### src/rtl/ppu_vram_arbiter.sv
// ppu_vram_arbiter
// Single-port VRAM arbiter for the PPU. A read-only renderer port and a
// read/write CPU port each own a 1-deep request slot. Accesses take two
// cycles (ADDR, DATA), with nametable and palette mirroring applied at
// grant time. Read data is returned together with a one-cycle ack pulse.
module ppu_vram_arbiter #(
   parameter int ADDR_W = 14,
   parameter int DATA_W = 8
) (
   input  logic              i_clk,
   input  logic              i_reset,
   input  logic              i_render_active,
   input  logic              i_mirror_v,
   input  logic              i_ren_req,
   input  logic [15:0]       i_ren_addr,
   output logic              o_ren_ack,
   output logic [DATA_W-1:0] o_ren_rdata,
   input  logic              i_cpu_req,
   input  logic              i_cpu_we,
   input  logic [15:0]       i_cpu_addr,
   input  logic [DATA_W-1:0] i_cpu_wdata,
   output logic              o_cpu_ack,
   output logic [DATA_W-1:0] o_cpu_rdata,
   output logic [ADDR_W-1:0] o_mem_addr,
   output logic              o_mem_we,
   output logic [DATA_W-1:0] o_mem_wdata,
   input  logic [DATA_W-1:0] i_mem_rdata,
   output logic              o_ovf_err
);

   typedef enum logic [1:0] {S_IDLE, S_ADDR, S_DATA} state_t;

   state_t            r_state;
   state_t            w_state_nxt;

   // Request slots
   logic              r_ren_pend;
   logic [13:0]       r_ren_addr;
   logic              r_cpu_pend;
   logic              r_cpu_we;
   logic [13:0]       r_cpu_addr;
   logic [DATA_W-1:0] r_cpu_wdata;

   // Owner of the access in flight
   logic              r_own_cpu;
   logic              r_own_we;

   logic              r_ren_ack;
   logic              r_cpu_ack;
   logic [DATA_W-1:0] r_ren_rdata;
   logic [DATA_W-1:0] r_cpu_rdata;
   logic [ADDR_W-1:0] r_mem_addr;
   logic              r_mem_we;
   logic [DATA_W-1:0] r_mem_wdata;
   logic              r_ovf_err;

   logic              w_ren_want;
   logic              w_cpu_want;
   logic              w_gnt_ren;
   logic              w_gnt_cpu;
   logic              w_gnt;
   logic [13:0]       w_g_addr;
   logic              w_g_we;
   logic [DATA_W-1:0] w_g_wdata;
   logic              w_g_chr;
   logic              w_bank;
   logic [13:0]       w_map_addr;
   logic              w_unused_addr_hi;

   // A request pulse is eligible for grant in the cycle it arrives; an
   // occupied slot is always served before the pulse that arrives with it.
   assign w_ren_want = r_ren_pend | i_ren_req;
   assign w_cpu_want = r_cpu_pend | i_cpu_req;
   assign w_gnt      = w_gnt_ren | w_gnt_cpu;

   assign w_unused_addr_hi = ^{i_ren_addr[15:14], i_cpu_addr[15:14]};

   // State register
   always_ff @(posedge i_clk or negedge i_reset) begin
      if (!i_reset) r_state <= S_IDLE;
      else          r_state <= w_state_nxt;
   end

   // Next state and grant decision (only in IDLE and DATA)
   always_comb begin
      w_state_nxt = r_state;
      w_gnt_ren   = 1'b0;
      w_gnt_cpu   = 1'b0;
      case (r_state)
         S_IDLE, S_DATA: begin
            if (i_render_active) begin
               w_gnt_ren = w_ren_want;
               w_gnt_cpu = w_cpu_want & ~w_ren_want;
            end else begin
               w_gnt_cpu = w_cpu_want;
               w_gnt_ren = w_ren_want & ~w_cpu_want;
            end
            w_state_nxt = (w_gnt_ren | w_gnt_cpu) ? S_ADDR : S_IDLE;
         end
         S_ADDR:  w_state_nxt = S_DATA;
         default: w_state_nxt = S_IDLE;
      endcase
   end

   // Granted request fields and the mirrored physical address
   always_comb begin
      w_g_addr  = '0;
      w_g_we    = 1'b0;
      w_g_wdata = '0;
      if (w_gnt_cpu) begin
         w_g_addr  = r_cpu_pend ? r_cpu_addr  : i_cpu_addr[13:0];
         w_g_we    = r_cpu_pend ? r_cpu_we    : i_cpu_we;
         w_g_wdata = r_cpu_pend ? r_cpu_wdata : i_cpu_wdata;
      end else if (w_gnt_ren) begin
         w_g_addr  = r_ren_pend ? r_ren_addr  : i_ren_addr[13:0];
      end
      w_g_chr    = ~w_g_addr[13];
      w_bank     = i_mirror_v ? w_g_addr[10] : w_g_addr[11];
      w_map_addr = w_g_addr;
      if (w_g_addr[13] && (w_g_addr[13:8] != 6'h3F)) begin
         w_map_addr = {3'b100, w_bank, w_g_addr[9:0]};
      end else if (w_g_addr[13]) begin
         w_map_addr = {6'h3F, 3'b000,
                       (w_g_addr[1:0] == 2'b00) ? 1'b0 : w_g_addr[4],
                       w_g_addr[3:0]};
      end
   end

   // Slots, memory-side drive, data return and overflow flag
   always_ff @(posedge i_clk or negedge i_reset) begin
      if (!i_reset) begin
         r_ren_pend  <= 1'b0;
         r_ren_addr  <= '0;
         r_cpu_pend  <= 1'b0;
         r_cpu_we    <= 1'b0;
         r_cpu_addr  <= '0;
         r_cpu_wdata <= '0;
         r_own_cpu   <= 1'b0;
         r_own_we    <= 1'b0;
         r_ren_ack   <= 1'b0;
         r_cpu_ack   <= 1'b0;
         r_ren_rdata <= '0;
         r_cpu_rdata <= '0;
         r_mem_addr  <= '0;
         r_mem_we    <= 1'b0;
         r_mem_wdata <= '0;
         r_ovf_err   <= 1'b0;
      end else begin
         r_ren_ack <= 1'b0;
         r_cpu_ack <= 1'b0;

         // Granted slot reloads only if a fresh pulse arrives behind it
         if (w_gnt_ren) begin
            r_ren_pend <= r_ren_pend & i_ren_req;
            if (r_ren_pend && i_ren_req) r_ren_addr <= i_ren_addr[13:0];
         end else if (i_ren_req) begin
            if (r_ren_pend) begin
               r_ovf_err <= 1'b1;
            end else begin
               r_ren_pend <= 1'b1;
               r_ren_addr <= i_ren_addr[13:0];
            end
         end

         if (w_gnt_cpu) begin
            r_cpu_pend <= r_cpu_pend & i_cpu_req;
            if (r_cpu_pend && i_cpu_req) begin
               r_cpu_addr  <= i_cpu_addr[13:0];
               r_cpu_we    <= i_cpu_we;
               r_cpu_wdata <= i_cpu_wdata;
            end
         end else if (i_cpu_req) begin
            if (r_cpu_pend) begin
               r_ovf_err <= 1'b1;
            end else begin
               r_cpu_pend  <= 1'b1;
               r_cpu_addr  <= i_cpu_addr[13:0];
               r_cpu_we    <= i_cpu_we;
               r_cpu_wdata <= i_cpu_wdata;
            end
         end

         // CHR is ROM: the write completes but never strobes memory
         if (w_gnt) begin
            r_mem_addr  <= ADDR_W'(w_map_addr);
            r_mem_we    <= w_g_we & ~w_g_chr;
            r_mem_wdata <= w_g_wdata;
            r_own_cpu   <= w_gnt_cpu;
            r_own_we    <= w_g_we;
         end else begin
            r_mem_we    <= 1'b0;
         end

         if (r_state == S_DATA) begin
            if (r_own_cpu) begin
               r_cpu_ack <= 1'b1;
               if (!r_own_we) r_cpu_rdata <= i_mem_rdata;
            end else begin
               r_ren_ack   <= 1'b1;
               r_ren_rdata <= i_mem_rdata;
            end
         end
      end
   end

   assign o_ren_ack   = r_ren_ack;
   assign o_ren_rdata = r_ren_rdata;
   assign o_cpu_ack   = r_cpu_ack;
   assign o_cpu_rdata = r_cpu_rdata;
   assign o_mem_addr  = r_mem_addr;
   assign o_mem_we    = r_mem_we;
   assign o_mem_wdata = r_mem_wdata;
   assign o_ovf_err   = r_ovf_err;

endmodule
### config.mk
export PLATFORM = sky130hd
export DESIGN_NAME = ppu_vram_arbiter
export DESIGN_NICKNAME = d
export VERILOG_FILES = /design/src/rtl/ppu_vram_arbiter.sv
export SDC_FILE = /design/constraint.sdc
export NUM_CORES = 1
export LEC_CHECK = 0
export CORE_AREA = 2 2 152 80
export DETAILED_ROUTE_END_ITERATION = 16
export DIE_AREA = 0 0 154 82
export PLACE_DENSITY_LB_ADDON = 0.05
export REMOVE_ABC_BUFFERS = 1
export SYNTH_ARGS = -nofsm -noshare
export SYNTH_HDL_FRONTEND = slang
export SYNTH_SLANG_ARGS = --single-unit
### constraint.sdc
create_clock -name i_clk -period 1.9 [get_ports i_clk]
set_clock_uncertainty 0.15 [all_clocks]
set_input_delay 0.57 -clock i_clk [delete_from_list [all_inputs] [get_ports i_clk]]
set_output_delay 0.57 -clock i_clk [all_outputs]
set_load 0.05 [all_outputs]
* Word-level counts from Yosys, hierarchy flattened *
Index checks and enable logic that the tools add are counted.
W data, S select, Z words.

cells by class
  reduce and logical (&&, ||, !) cells = 12
  bitwise gates (word level) = 13
  equal/unequal tests = 5
  multiplexer cells = 47

operators by type and width
  cell                  count
  $mux W14              12
  $mux W8               5
  $mux W1               29
  $ne A6 B6 Y1 const B  1
  $reduce_and A2 Y1     3
  $and A1 B1 Y1         5
  $logic_not A2 Y1      2
  $ne A2 B1 Y1 const B  2
  $not A1 Y1            4
  $or A1 B1 Y1          4
  $pmux W2 S2           1
  $reduce_bool A2 Y1    2
  $logic_and A1 B1 Y1   3
  $reduce_and A3 Y1     1
  $eq A2 B1 Y1 const B  1
  $eq A2 B2 Y1 const B  1
  $reduce_or A2 Y1      1

word-level totals
  output and inout bits = 42
  word-level logic and storage cells = 94
  register bits = 85

* Longest topological paths before layout *
Gate-level depths: netlist of run 1.

  depth in word-level cells = 12
  depth in mapped cells = 7
  gate-level depth less buffers = 6

* Worst setup path before layout of run 1 *
Ideal clock, no wire load.

  path type = input-to-reg
  start = input port i_ren_req
  end = register r_cpu_addr[0]
  arrival time = 1.765 ns
  slack = -0.140 ns
  cell stages on the path = 6
  cells stage by stage = o21a_2 or2_4 xor2_2 nand2_4 buf_6 mux2_4

on the way
  cells in the longest elaborated chain, start to end = 8
  elaborated cells between the ends (all ways) = 10

ends and longest elaborated chain
  what                                                                 line  text
  start, declared                                                      14    input logic i_ren_req,
  $or A1 B1 Y1 *                                                       72    assign w_ren_want = r_ren_pend | i_ren_req;
  $not A1 Y1 *                                                         93    w_gnt_cpu = w_cpu_want & ~w_ren_want;
  $and A1 B1 Y1 *                                                      93
  $mux W1 *                                                            91    if (i_render_active) begin
  $mux W1 * (2 in series)                                              89    case (r_state)
  $ne A2 B1 Y1 (no source line) or $reduce_bool A2 Y1 (tied branches)  n/a
  $reduce_and A2 Y1 (no source line)                                   n/a
  end signal, assigned                                                 168   r_cpu_addr <= i_cpu_addr[13:0];
  end signal, assigned                                                 177   r_cpu_addr <= i_cpu_addr[13:0];
  end, declared                                                        41    logic [13:0] r_cpu_addr;

Mark *: on every way between the ends. The rest lies on a longest branch, timed or not. The select of a mux whose other input is x is not followed.
A chain may end at the register's enable or synchronous reset.

* Worst setup path after layout of run 1 *
  start = register r_ren_pend
  end = register r_cpu_addr[12]

on the way
  cells in the longest elaborated chain, start to end = 8
  elaborated cells between the ends (all ways) = 10

ends and longest elaborated chain
  what                                                                 line  text
  start, declared                                                      37    logic r_ren_pend;
  start signal, assigned                                               154   r_ren_pend <= r_ren_pend & i_ren_req;
  $or A1 B1 Y1 *                                                       72
  $not A1 Y1 *                                                         93
  $and A1 B1 Y1 *                                                      93
  $mux W1 *                                                            91
  $mux W1 * (2 in series)                                              89
  $ne A2 B1 Y1 (no source line) or $reduce_bool A2 Y1 (tied branches)  n/a
  $reduce_and A2 Y1 (no source line)                                   n/a

Marks and branches as above.

==> run_results.csv, run 1 <==
group,metric,value,unit
drt,first_pass_iters,4,
cts,cts_sinks,85,
drt,dr_total_vias,2847,
global_routing,grt_usage,0.1749,
cts,clkSlewWorstSetupHoldPaths,60,ps
run,max_cap_viol_count,0,
critical_path,slowest_stage,"dfrtp_2",
synth,async_reset_ff_frac,1.000,
global_routing,top_usage_layer,"met1",
placed_design,io_buffers,92,
critical_path,end_kind,"flip-flop",
global_routing,overflow,0,
global_routing,grt_pass1_vias,3059,
drt,finalWirelength,10510,microns
synth,avgSynthCellArea,13.54,sq um
cts,cts_tree,"done",
sta,finalHoldViolations,0,
cts,cts_buffers,9,
placed_design,pre_cts_ws,-831.5,ps
sta,setup_tns,-1847,ps
power,p_int,0.007960,W
drt,viasPerCell,4.753,
power,combPwrFrac,0.594,
sta,setup_violations,33,
synth,synth-edff-count,0,
final_layout,diodes,0,
cts,cts-root-buf,"clkbuf_16",
power,switching_share,0.3838,
synth,synthFlopType,"dfrtp_1",
synth,yosysSeqAreaShare,0.5361,
min_path,worstHoldStart,"r_state[1]",
sta,rsz0062_at_grt,"true",
global_routing,grt_pass1_wl,16660,microns
critical_path,worst-setup-path-type,"flip-flop to flip-flop",
power,vdd_drop_max,0.0007729,V
critical_path,crit_required,1970,ps
power,power.leakage,3.025,nW
cts,htreeDepth,3,
power,total_power,0.01292,W
cts,cts_buffer_depth,2,
power,p_switching,0.004959,W
floorplanning,rows,28,
placed_design,place_inst,569,
cts,insertion_delay,340,ps
placed_design,dpl.hpwl,7435,microns
final_layout,multi_input_area,1932,sq um
global_routing,grt_use_met1,0.2617,
drt,post-route-drc-count,0,
drt,ant_nets,0,
sta,fin_crit_sh,1.053,
sta,worstMarginPinSlew,371.7,ps
final_layout,fillCellCount,928,
critical_path,crit_buf_inv,1,
floorplanning,dieWidth,154,microns
global_routing,antenna_found_initial,0,
floorplanning,die_area,12630,sq um
min_path,worst_hold_path_type,"flip-flop to flip-flop",
global_routing,met3_usage,0.04380,
power,p_clk_frac,0.135,
power,power_frac_seq,0.271,
floorplanning,die_y,82,microns
final_layout,area.sequential,2130,sq um
final_layout,postLayoutCellArea,6521,sq um
run_status,violations,"setup timing",
run_status,status,"finished with violations",
floorplanning,core_region_area,11390,sq um
final_layout,final_cells,599,
synth,ys_ff_latch,85,
final_layout,layout-drive-gt1-share,0.4855,
critical_path,crit_start,"r_ren_pend",
synth,synth_cell_types,47,
sta,min_period,2001,ps
drt,drtIter0Drc,88,
sta,setup_slack,-100.9,ps
critical_path,cp-start-kind,"flip-flop",
drt,wl_per_cell,17.55,microns
synth,synth_warnings,0,
placed_design,gp_congestion,0.8019,
sta,maxSlewViolCount,0,
final_layout,area_growth,64.36,%
sta,relSlewSlack,0.7522,
floorplanning,start_util,0.3485,
placed_design,place_area,5832,sq um
sta,max_freq,499.8,MHz
critical_path,cp_max_fo,5,
synth,syn_inst,293,
global_routing,grtUsageMet2,0.2498,
critical_path,r2r_start,"r_ren_pend",
critical_path,crit_chain,"o21a_4 -> or2_4 -> xor2_4 -> nand2_4 -> clkbuf_16 -> mux2_4",
final_layout,fin_nets,499,
power,power.density,1981,nW/um^2
critical_path,cpPeakStageDelay,430,ps
critical_path,path_delay_family,"simple AND/OR/NAND/NOR gates",
global_routing,grt_max_degree,31,
floorplanning,ios,97,
critical_path,crit_arrival,2070,ps
synth,syn_area,3968,sq um
[timing repair]
item | 4_1_cts | 5_1_grt
hold endpoints to repair | 20 | 0
pin swaps | 12 | 15
hold buffers | 1 | 0
gates resized for setup | 36 | 29
setup endpoints to repair | 66 | 35
cloned | 1 | 2
setup buffers | 10 | 3
[placed cells by master (no fill, tap or decap), drive strengths merged, types with 2 or more instances in the layout]
master and count:
clkinv 2, maj3 2, inv 2, a22oi 2, buf 104, a32oi 2
a211oi 3, a31oi 2, o21ba 2, o221ai 3, mux2 59, dfrtp 85
nand2 22, a221o 3, nor2 8, nand3 2, nor3 7, o21bai 2
a22o 2, o22a 3, clkdlybuf4s50 41, a21oi 3, o22ai 3, dlygate4sd2 5
o21ai 15, clkbuf 15, or2 4, mux2i 29, nor2b 2
[metal layers]
layer	up-vias	part of all wire
li1	1375	-
met1	1405	0.54
met2	58	0.41
met3	9	0.042
met4	0	0.0091
met5	-	0
[cells by family after synthesis]
kind of cell,after synthesis,share of synthesized area
XOR/XNOR,2,0.006309
multiplexers,88,0.2690
AO/OA/AOI/OAI,49,0.08767
AND/OR/NAND/NOR,50,0.06717
adder cells (fa/ha/maj),2,0.005046
buffers and inverters,17,0.02870
flip-flops,85,0.5361
[layout make-up]
class                   instances  area share
flip-flops and latches         85      0.3266
repair buffers                155      0.3022
multi-input cells             191      0.2962
clock buffers                  12     0.03780
well taps                     150     0.02878
clock inverters                 4    0.007291
inverters                       2    0.001151
[stage by stage]
step	hold WS (ps)	util
CTS	291.4	0.5565
detailed placement	282.1	0.5122
finish	290.5	0.5727
global placement	272.5	0.5122
floorplan	124.4	-
global route	303.8	0.5727
[state kept, by name (all words and copies together), names as in the netlist, 2 cells and up]
register and count:
o_mem_addr 14, r_cpu_addr 14, r_ren_addr 14, o_cpu_rdata 8
o_mem_wdata 8, o_ren_rdata 8, r_cpu_wdata 8, r_state 2
[final timing paths]
check	to	slack, ps	cells past startpoint
max in group asynchronous	r_cpu_pend	590	3
hold reg to reg	r_state[1]	290	1
setup / recovery	r_cpu_addr[12]	-100	6
setup reg to reg	r_cpu_addr[12]	-100	6
min in group asynchronous	o_mem_wdata[2]	520	2
hold / removal	r_state[1]	290	1
[cells in the mapped netlist, types with 2 or more instances]
cell / instances / area share
dfrtp_1: 85 / 0.54
mux2_4: 30 / 0.11
mux2_2: 29 / 0.082
mux2i_1: 29 / 0.073
nand2_1: 20 / 0.019
o21ai_0: 15 / 0.019
buf_2: 7 / 0.0088
nor2_1: 5 / 0.0047
nor3_1: 5 / 0.0063
buf_6: 4 / 0.011
a211oi_1: 3 / 0.0057
a21oi_1: 3 / 0.0038
a221o_1: 3 / 0.0076
clkbuf_1: 3 / 0.0028
o221ai_1: 3 / 0.0066
o22a_1: 3 / 0.0066
o22ai_1: 3 / 0.0047
or2_2: 3 / 0.0047
a22o_1: 2 / 0.0044
a22oi_1: 2 / 0.0038
a31oi_1: 2 / 0.0032
a32oi_1: 2 / 0.0044
inv_1: 2 / 0.0019
maj3_1: 2 / 0.0050
nand3_1: 2 / 0.0025
nor2_2: 2 / 0.0032
nor2b_1: 2 / 0.0032
nor3_2: 2 / 0.0050
o21ba_2: 2 / 0.0050
[power groups by stage]
stage / clock network (W) / registers, W / logic [W]
after floorplan: 0 / 0.00467 / 0.00236
after global placement: 0 / 0.00347 / 0.00683
after detailed placement: 0 / 0.00349 / 0.00690
after CTS: 0.00179 / 0.00348 / 0.00733
after global routing: 0.00186 / 0.00361 / 0.00808
final: 0.00175 / 0.00350 / 0.00767
Note: power is estimated with default switching activity, not from simulation.
==> inputs of run 2 (changes only) <==
--- a/config.mk
+++ b/config.mk
@@ -5,6 +5,8 @@
 export SDC_FILE = /design/constraint.sdc
 export NUM_CORES = 1
 export LEC_CHECK = 0
+export CELL_PAD_IN_SITES_DETAIL_PLACEMENT = 0
+export CELL_PAD_IN_SITES_GLOBAL_PLACEMENT = 1
 export CORE_AREA = 2 2 152 80
 export DETAILED_ROUTE_END_ITERATION = 16
 export DIE_AREA = 0 0 154 82
==> run 2 against run 1 <==
Against the previous run:
- the flow still finishes with violations (setup timing)
- highest routed layer unchanged
- global-route usage rose by 0.084 points
- hold slack about the same
- power grew 1.8%
- final area increased by 0.46%
- clock power increased by 11%
- critical endpoint unchanged
==> run_results.csv, run 2 (synthesis gave the netlist of run 1 again) <==
group,metric,value,unit
power,power.density,2008,nW/um^2
final_layout,area_growth,65.12,%
critical_path,path_delay_family,"flip-flops",
cts,cts_buffers,9,
critical_path,cp-start-kind,"flip-flop",
critical_path,crit_required,1980,ps
final_layout,layout-drive-gt1-share,0.4833,
critical_path,crit_chain,"o21a_4 -> or2_4 -> xor2_4 -> nand2_4 -> buf_12 -> mux2_4",
final_layout,postLayoutCellArea,6551,sq um
drt,dr_total_vias,2894,
cts,cts_sinks,85,
cts,clkSlewWorstSetupHoldPaths,60,ps
cts,cts-root-buf,"clkbuf_16",
placed_design,gp_congestion,0.7705,
sta,worstMarginPinSlew,293.9,ps
cts,insertion_delay,340,ps
power,power.leakage,3.012,nW
sta,max_freq,506.3,MHz
power,vdd_drop_max,0.0009311,V
critical_path,crit_buf_inv,1,
critical_path,crit_arrival,2050,ps
critical_path,slowest_stage,"dfrtp_2",
global_routing,antenna_found_initial,0,
cts,cts_buffer_depth,2,
sta,finalHoldViolations,0,
floorplanning,start_util,0.3485,
critical_path,worst-setup-path-type,"flip-flop to flip-flop",
placed_design,place_area,5844,sq um
global_routing,grt_usage,0.1757,
critical_path,cpPeakStageDelay,460,ps
drt,first_pass_iters,4,
sta,relSlewSlack,0.8002,
sta,setup_slack,-75.14,ps
run_status,status,"finished with violations",
placed_design,pre_cts_ws,-811.4,ps
sta,min_period,1975,ps
critical_path,end_kind,"flip-flop",
global_routing,grt_max_degree,36,
floorplanning,rows,28,
final_layout,layout_commonest_cell,"dfrtp_1",
drt,ant_nets,0,
placed_design,place_inst,569,
final_layout,fin_nets,499,
final_layout,final_cell_mix,"dfrtp_1, buf_12, buf_4, clkdlybuf4s50_1, mux2_4",
floorplanning,die_y,82,microns
sta,whs,290.5,ps
run_status,violations,"setup timing",
final_layout,fillCellCount,916,
global_routing,grt_pass1_wl,16590,microns
global_routing,grt_pass1_vias,2934,
placed_design,dpl.hpwl,7623,microns
final_layout,multi_input_area,1951,sq um
drt,post-route-drc-count,0,
drt,wl_per_cell,17.86,microns
final_layout,final_cells,599,
cts,htreeDepth,3,
global_routing,overflow,0,
final_layout,area.sequential,2130,sq um
placed_design,io_buffers,92,
sta,fin_crit_sh,1.040,
floorplanning,die_area,12630,sq um
sta,setup_violations,42,
final_layout,diodes,0,
sta,maxSlewViolCount,0,
drt,drtIter0Drc,90,
drt,finalWirelength,10700,microns
run,max_cap_viol_count,0,
min_path,worst_hold_path_type,"flip-flop to flip-flop",
floorplanning,ios,97,
critical_path,cp_max_fo,10,
sta,rsz0062_at_grt,"true",
cts,cts_tree,"done",
floorplanning,core_region_area,11390,sq um
drt,viasPerCell,4.831,
floorplanning,dieWidth,154,microns
==> run 2: cell types whose count changed in the layout (fill, tap and decap cells not counted), sizes merged <==
| cell | before | now |
|---|---|---|
| buf | 104 | 105 |
| bufinv | 1 | 2 |
| clkbuf | 15 | 14 |
| clkdlybuf4s15 | 1 | 0 |
| clkinvlp | 1 | 0 |
| dlygate4sd2 | 5 | 6 |
==> run 2: final timing paths <==
check,from,cells after the start,to,slack [ps]
hold / removal,r_state[1],1,r_state[1],290
setup reg to reg,r_ren_pend,6,r_cpu_addr[12],-80
max in group asynchronous,i_reset,3,r_ren_pend,670
setup / recovery,r_ren_pend,6,r_cpu_addr[12],-80
hold reg to reg,r_state[1],1,r_state[1],290
min in group asynchronous,i_reset,2,o_mem_wdata[2],450
==> run 2: layer usage <==
metal / vias up / track usage / wire length (microns)
li1: 1370 / - / -
met1: 1443 / 0.2675 / 5673
met2: 72 / 0.2444 / 4412
met3: 9 / 0.04485 / 511
met4: 0 / 0.04673 / 103
met5: - / 0 / 0
==> run 2: cell type report <==
| type | instances | area share |
|---|---|---|
| Clock buffer | 12 | 0.03915 |
| Clock inverter | 4 | 0.01070 |
| Inverter | 2 | 0.001146 |
| Multi-Input combinational cell | 191 | 0.2977 |
| Sequential cell | 85 | 0.3251 |
| Tap cell | 150 | 0.02865 |
| Timing Repair Buffer | 155 | 0.2976 |
==> run 2: report_power, final <==
part	total (W)	internal (W)	switching, W
Sequential	0.00351	0.00271	0.000799
Combinational	0.00772	0.00419	0.00352
Clock	0.00194	0.00122	0.000716
Total	0.0132	0.00812	0.00504
==> run 2: metrics by stage <==
step | TNS (ps) | total power (W) | utilization
finish | -1813 | 0.01316 | 0.5754
global route | -3411 | 0.01380 | 0.5754
CTS | -2651 | 0.01290 | 0.5621
detailed placement | -39270 | 0.01046 | 0.5133
global placement | -38790 | 0.01040 | 0.5133
floorplan | -31150 | 0.007027 | -
==> run 2: worst register-to-register path, cell delays in order (launching register included) <==
cell and delay, ps:
dfrtp_2 460, o21a_4 220, or2_4 260, xor2_4 160, nand2_4 130, buf_12 170, mux2_4 310
==> run 2: timing repair <==
item,4_1_cts,5_1_grt
gates cloned,1,0
pin swaps,14,10
resized for setup,41,27
hold endpoints to repair,7,0
endpoints found under the setup margin,66,66
hold buffers,1,0
buffers inserted,8,4
==> edit, RTL diff (settings of run 1) <==
Change the parameter `DATA_W` from 8 to 9.
--- a/src/rtl/ppu_vram_arbiter.sv
+++ b/src/rtl/ppu_vram_arbiter.sv
@@ -6,5 +6,5 @@
 module ppu_vram_arbiter #(
    parameter int ADDR_W = 14,
-   parameter int DATA_W = 8
+   parameter int DATA_W = 9
 ) (
    input  logic              i_clk,
Ports: changed (5 resized); port bits go from 97 to 102. No check against the original RTL was run, so the function may have changed too.
==> edit against run 1 <==
- the flow still finishes with violations (negative setup slack)
- maximum frequency rose by 1.7%
- cell area rose by 1.6%
- setup slack improved by 0.034 ns
- utilization rose by 0.91 points
- power rose by 2.8%
- synthesized area rose by 4.7%
- sequential share of layout area rose by 1.0 points
- combinational power barely moved
- synthesized cell count rose by 3.8%
- critical path depth did not move
- routed wire length rose by 3.1%
- sequential cell count rose by 4
- first-iteration DRC count rose by 13%
- highest routed layer unchanged
==> edit: results <==
place:
  dp_slack_ns: -0.8142
  dpl_cell_area_um2: 6078
  dp.cells: 580
  dpl.hpwl_um: 7885
  gp_congestion: 0.8131
  portBuffers: 97
clocking:
  htreeDepth: 3
  clk_pin_slew_ns: 0.06
  clockBufferDepth: 2
  cts_made_buffers: 9
  root_buffer: "clkbuf_16"
  clock_latency_ns: 0.34
timing:
  setup_violations: 27
  tightest_slew_ns: 0.4359
  fin_ws_ns: -0.06716
  setup_tns_ns: -1.374
synthesis:
  synth_flop_cell: "dfrtp_1"
  syn_inst: 304
  ys_warn_count: 0
  async_flop_share: 1.000
  synth_commonest_cells: "dfrtp_1, mux2i_1, mux2_4"
  ys_seq_area_frac: 0.5361
  ys_types: 49
  synth_area_leaders: "dfrtp_1, mux2_4, mux2i_1"
power_and_ir_drop:
  ir_drop_uv: 930.3
  p_leak_nw: 3.054
run_status:
  violations: "negative setup slack"
  status: "finished with violations"
cells_and_area:
  num-fill-cells: 916
  layoutNonFillerInstCount: 603
  antennaDiodeCount: 0
  layout-drive-gt1-share: 0.4525
  nets: 506
drt:
  wl_per_cell_um: 17.97
  routed_via_density: 4.894
  drtIter0Drc: 99
  first_pass_iters: 5
global_route:
  grt_antenna_before_repair: 0
  track_usage: 0.1857
  grt_max_degree: 29
  grt_pass1_wl_um: 17600
  grt_pass1_vias: 3109
setup_path:
  slowest_delay_ns: 0.44
  critPathMaxFanout: 7
  cp.arrival_ns: 2.04
  crit_family: "flip-flops"
  cp_slowest_cell: "dfrtp_2"
worst_hold_path:
  hold_path_class: "in2async"
edit: worst paths after layout:
path	startpoint	endpoint	slack (ns)	cells past startpoint
max	r_ren_pend$_DFFE_PN0P_	r_cpu_addr[7]$_DFFE_PN0P_	-0.07	6
min	i_reset	r_cpu_addr[10]$_DFFE_PN0P_	0.02	1
max reg2reg	r_ren_pend$_DFFE_PN0P_	r_cpu_addr[7]$_DFFE_PN0P_	-0.07	6
min reg2reg	r_state[1]$_DFF_PN0_	r_state[1]$_DFF_PN0_	0.30	1
max in group asynchronous	i_reset	r_cpu_addr[7]$_DFFE_PN0P_	1.09	2
min in group i_clk	r_state[1]$_DFF_PN0_	r_state[1]$_DFF_PN0_	0.30	1
edit: cells by family after synthesis:
logic type,share of synthesized area
buffers and inverters,0.03855
xor gates and xnor gates,0.007833
DFF,0.5361
muxes,0.2690
adders and majority gates,0.004819
AOI/OAI and AO/OA,0.08434
and+or+nand+nor,0.05934
edit: what timing repair did:
item / in CTS / in global routing
pin swaps: 11 / 8
gates resized for setup: 37 / 12
endpoints found under the hold margin: 0 / 0
gates cloned: 2 / 0
setup buffers: 9 / 1
setup endpoints to repair: 68 / 46
edit: metal layers:
layer  track usage  wire length, um  vias up
li1              -                -     1400
met1        0.2708             5687     1472
met2        0.2722             4568       70
met3       0.05383              503        9
met4       0.04299               74        0
met5             0                0        -
edit: cell type report:
cell class	count	area (um2)	share of cell area
Clock inverter	4	76.32	0.01152
Timing Repair Buffer	151	1969	0.2973
Inverter	3	11.26	0.001700
Clock buffer	11	242.7	0.03664
Sequential cell	89	2230	0.3365
Multi-Input combinational cell	195	1908	0.2880
Tap cell	150	187.7	0.02833
edit: report_power, final:
group / switching, mW / internal, mW
clock network: 0.731 / 1.19
logic: 3.56 / 4.14
registers: 0.821 / 2.84
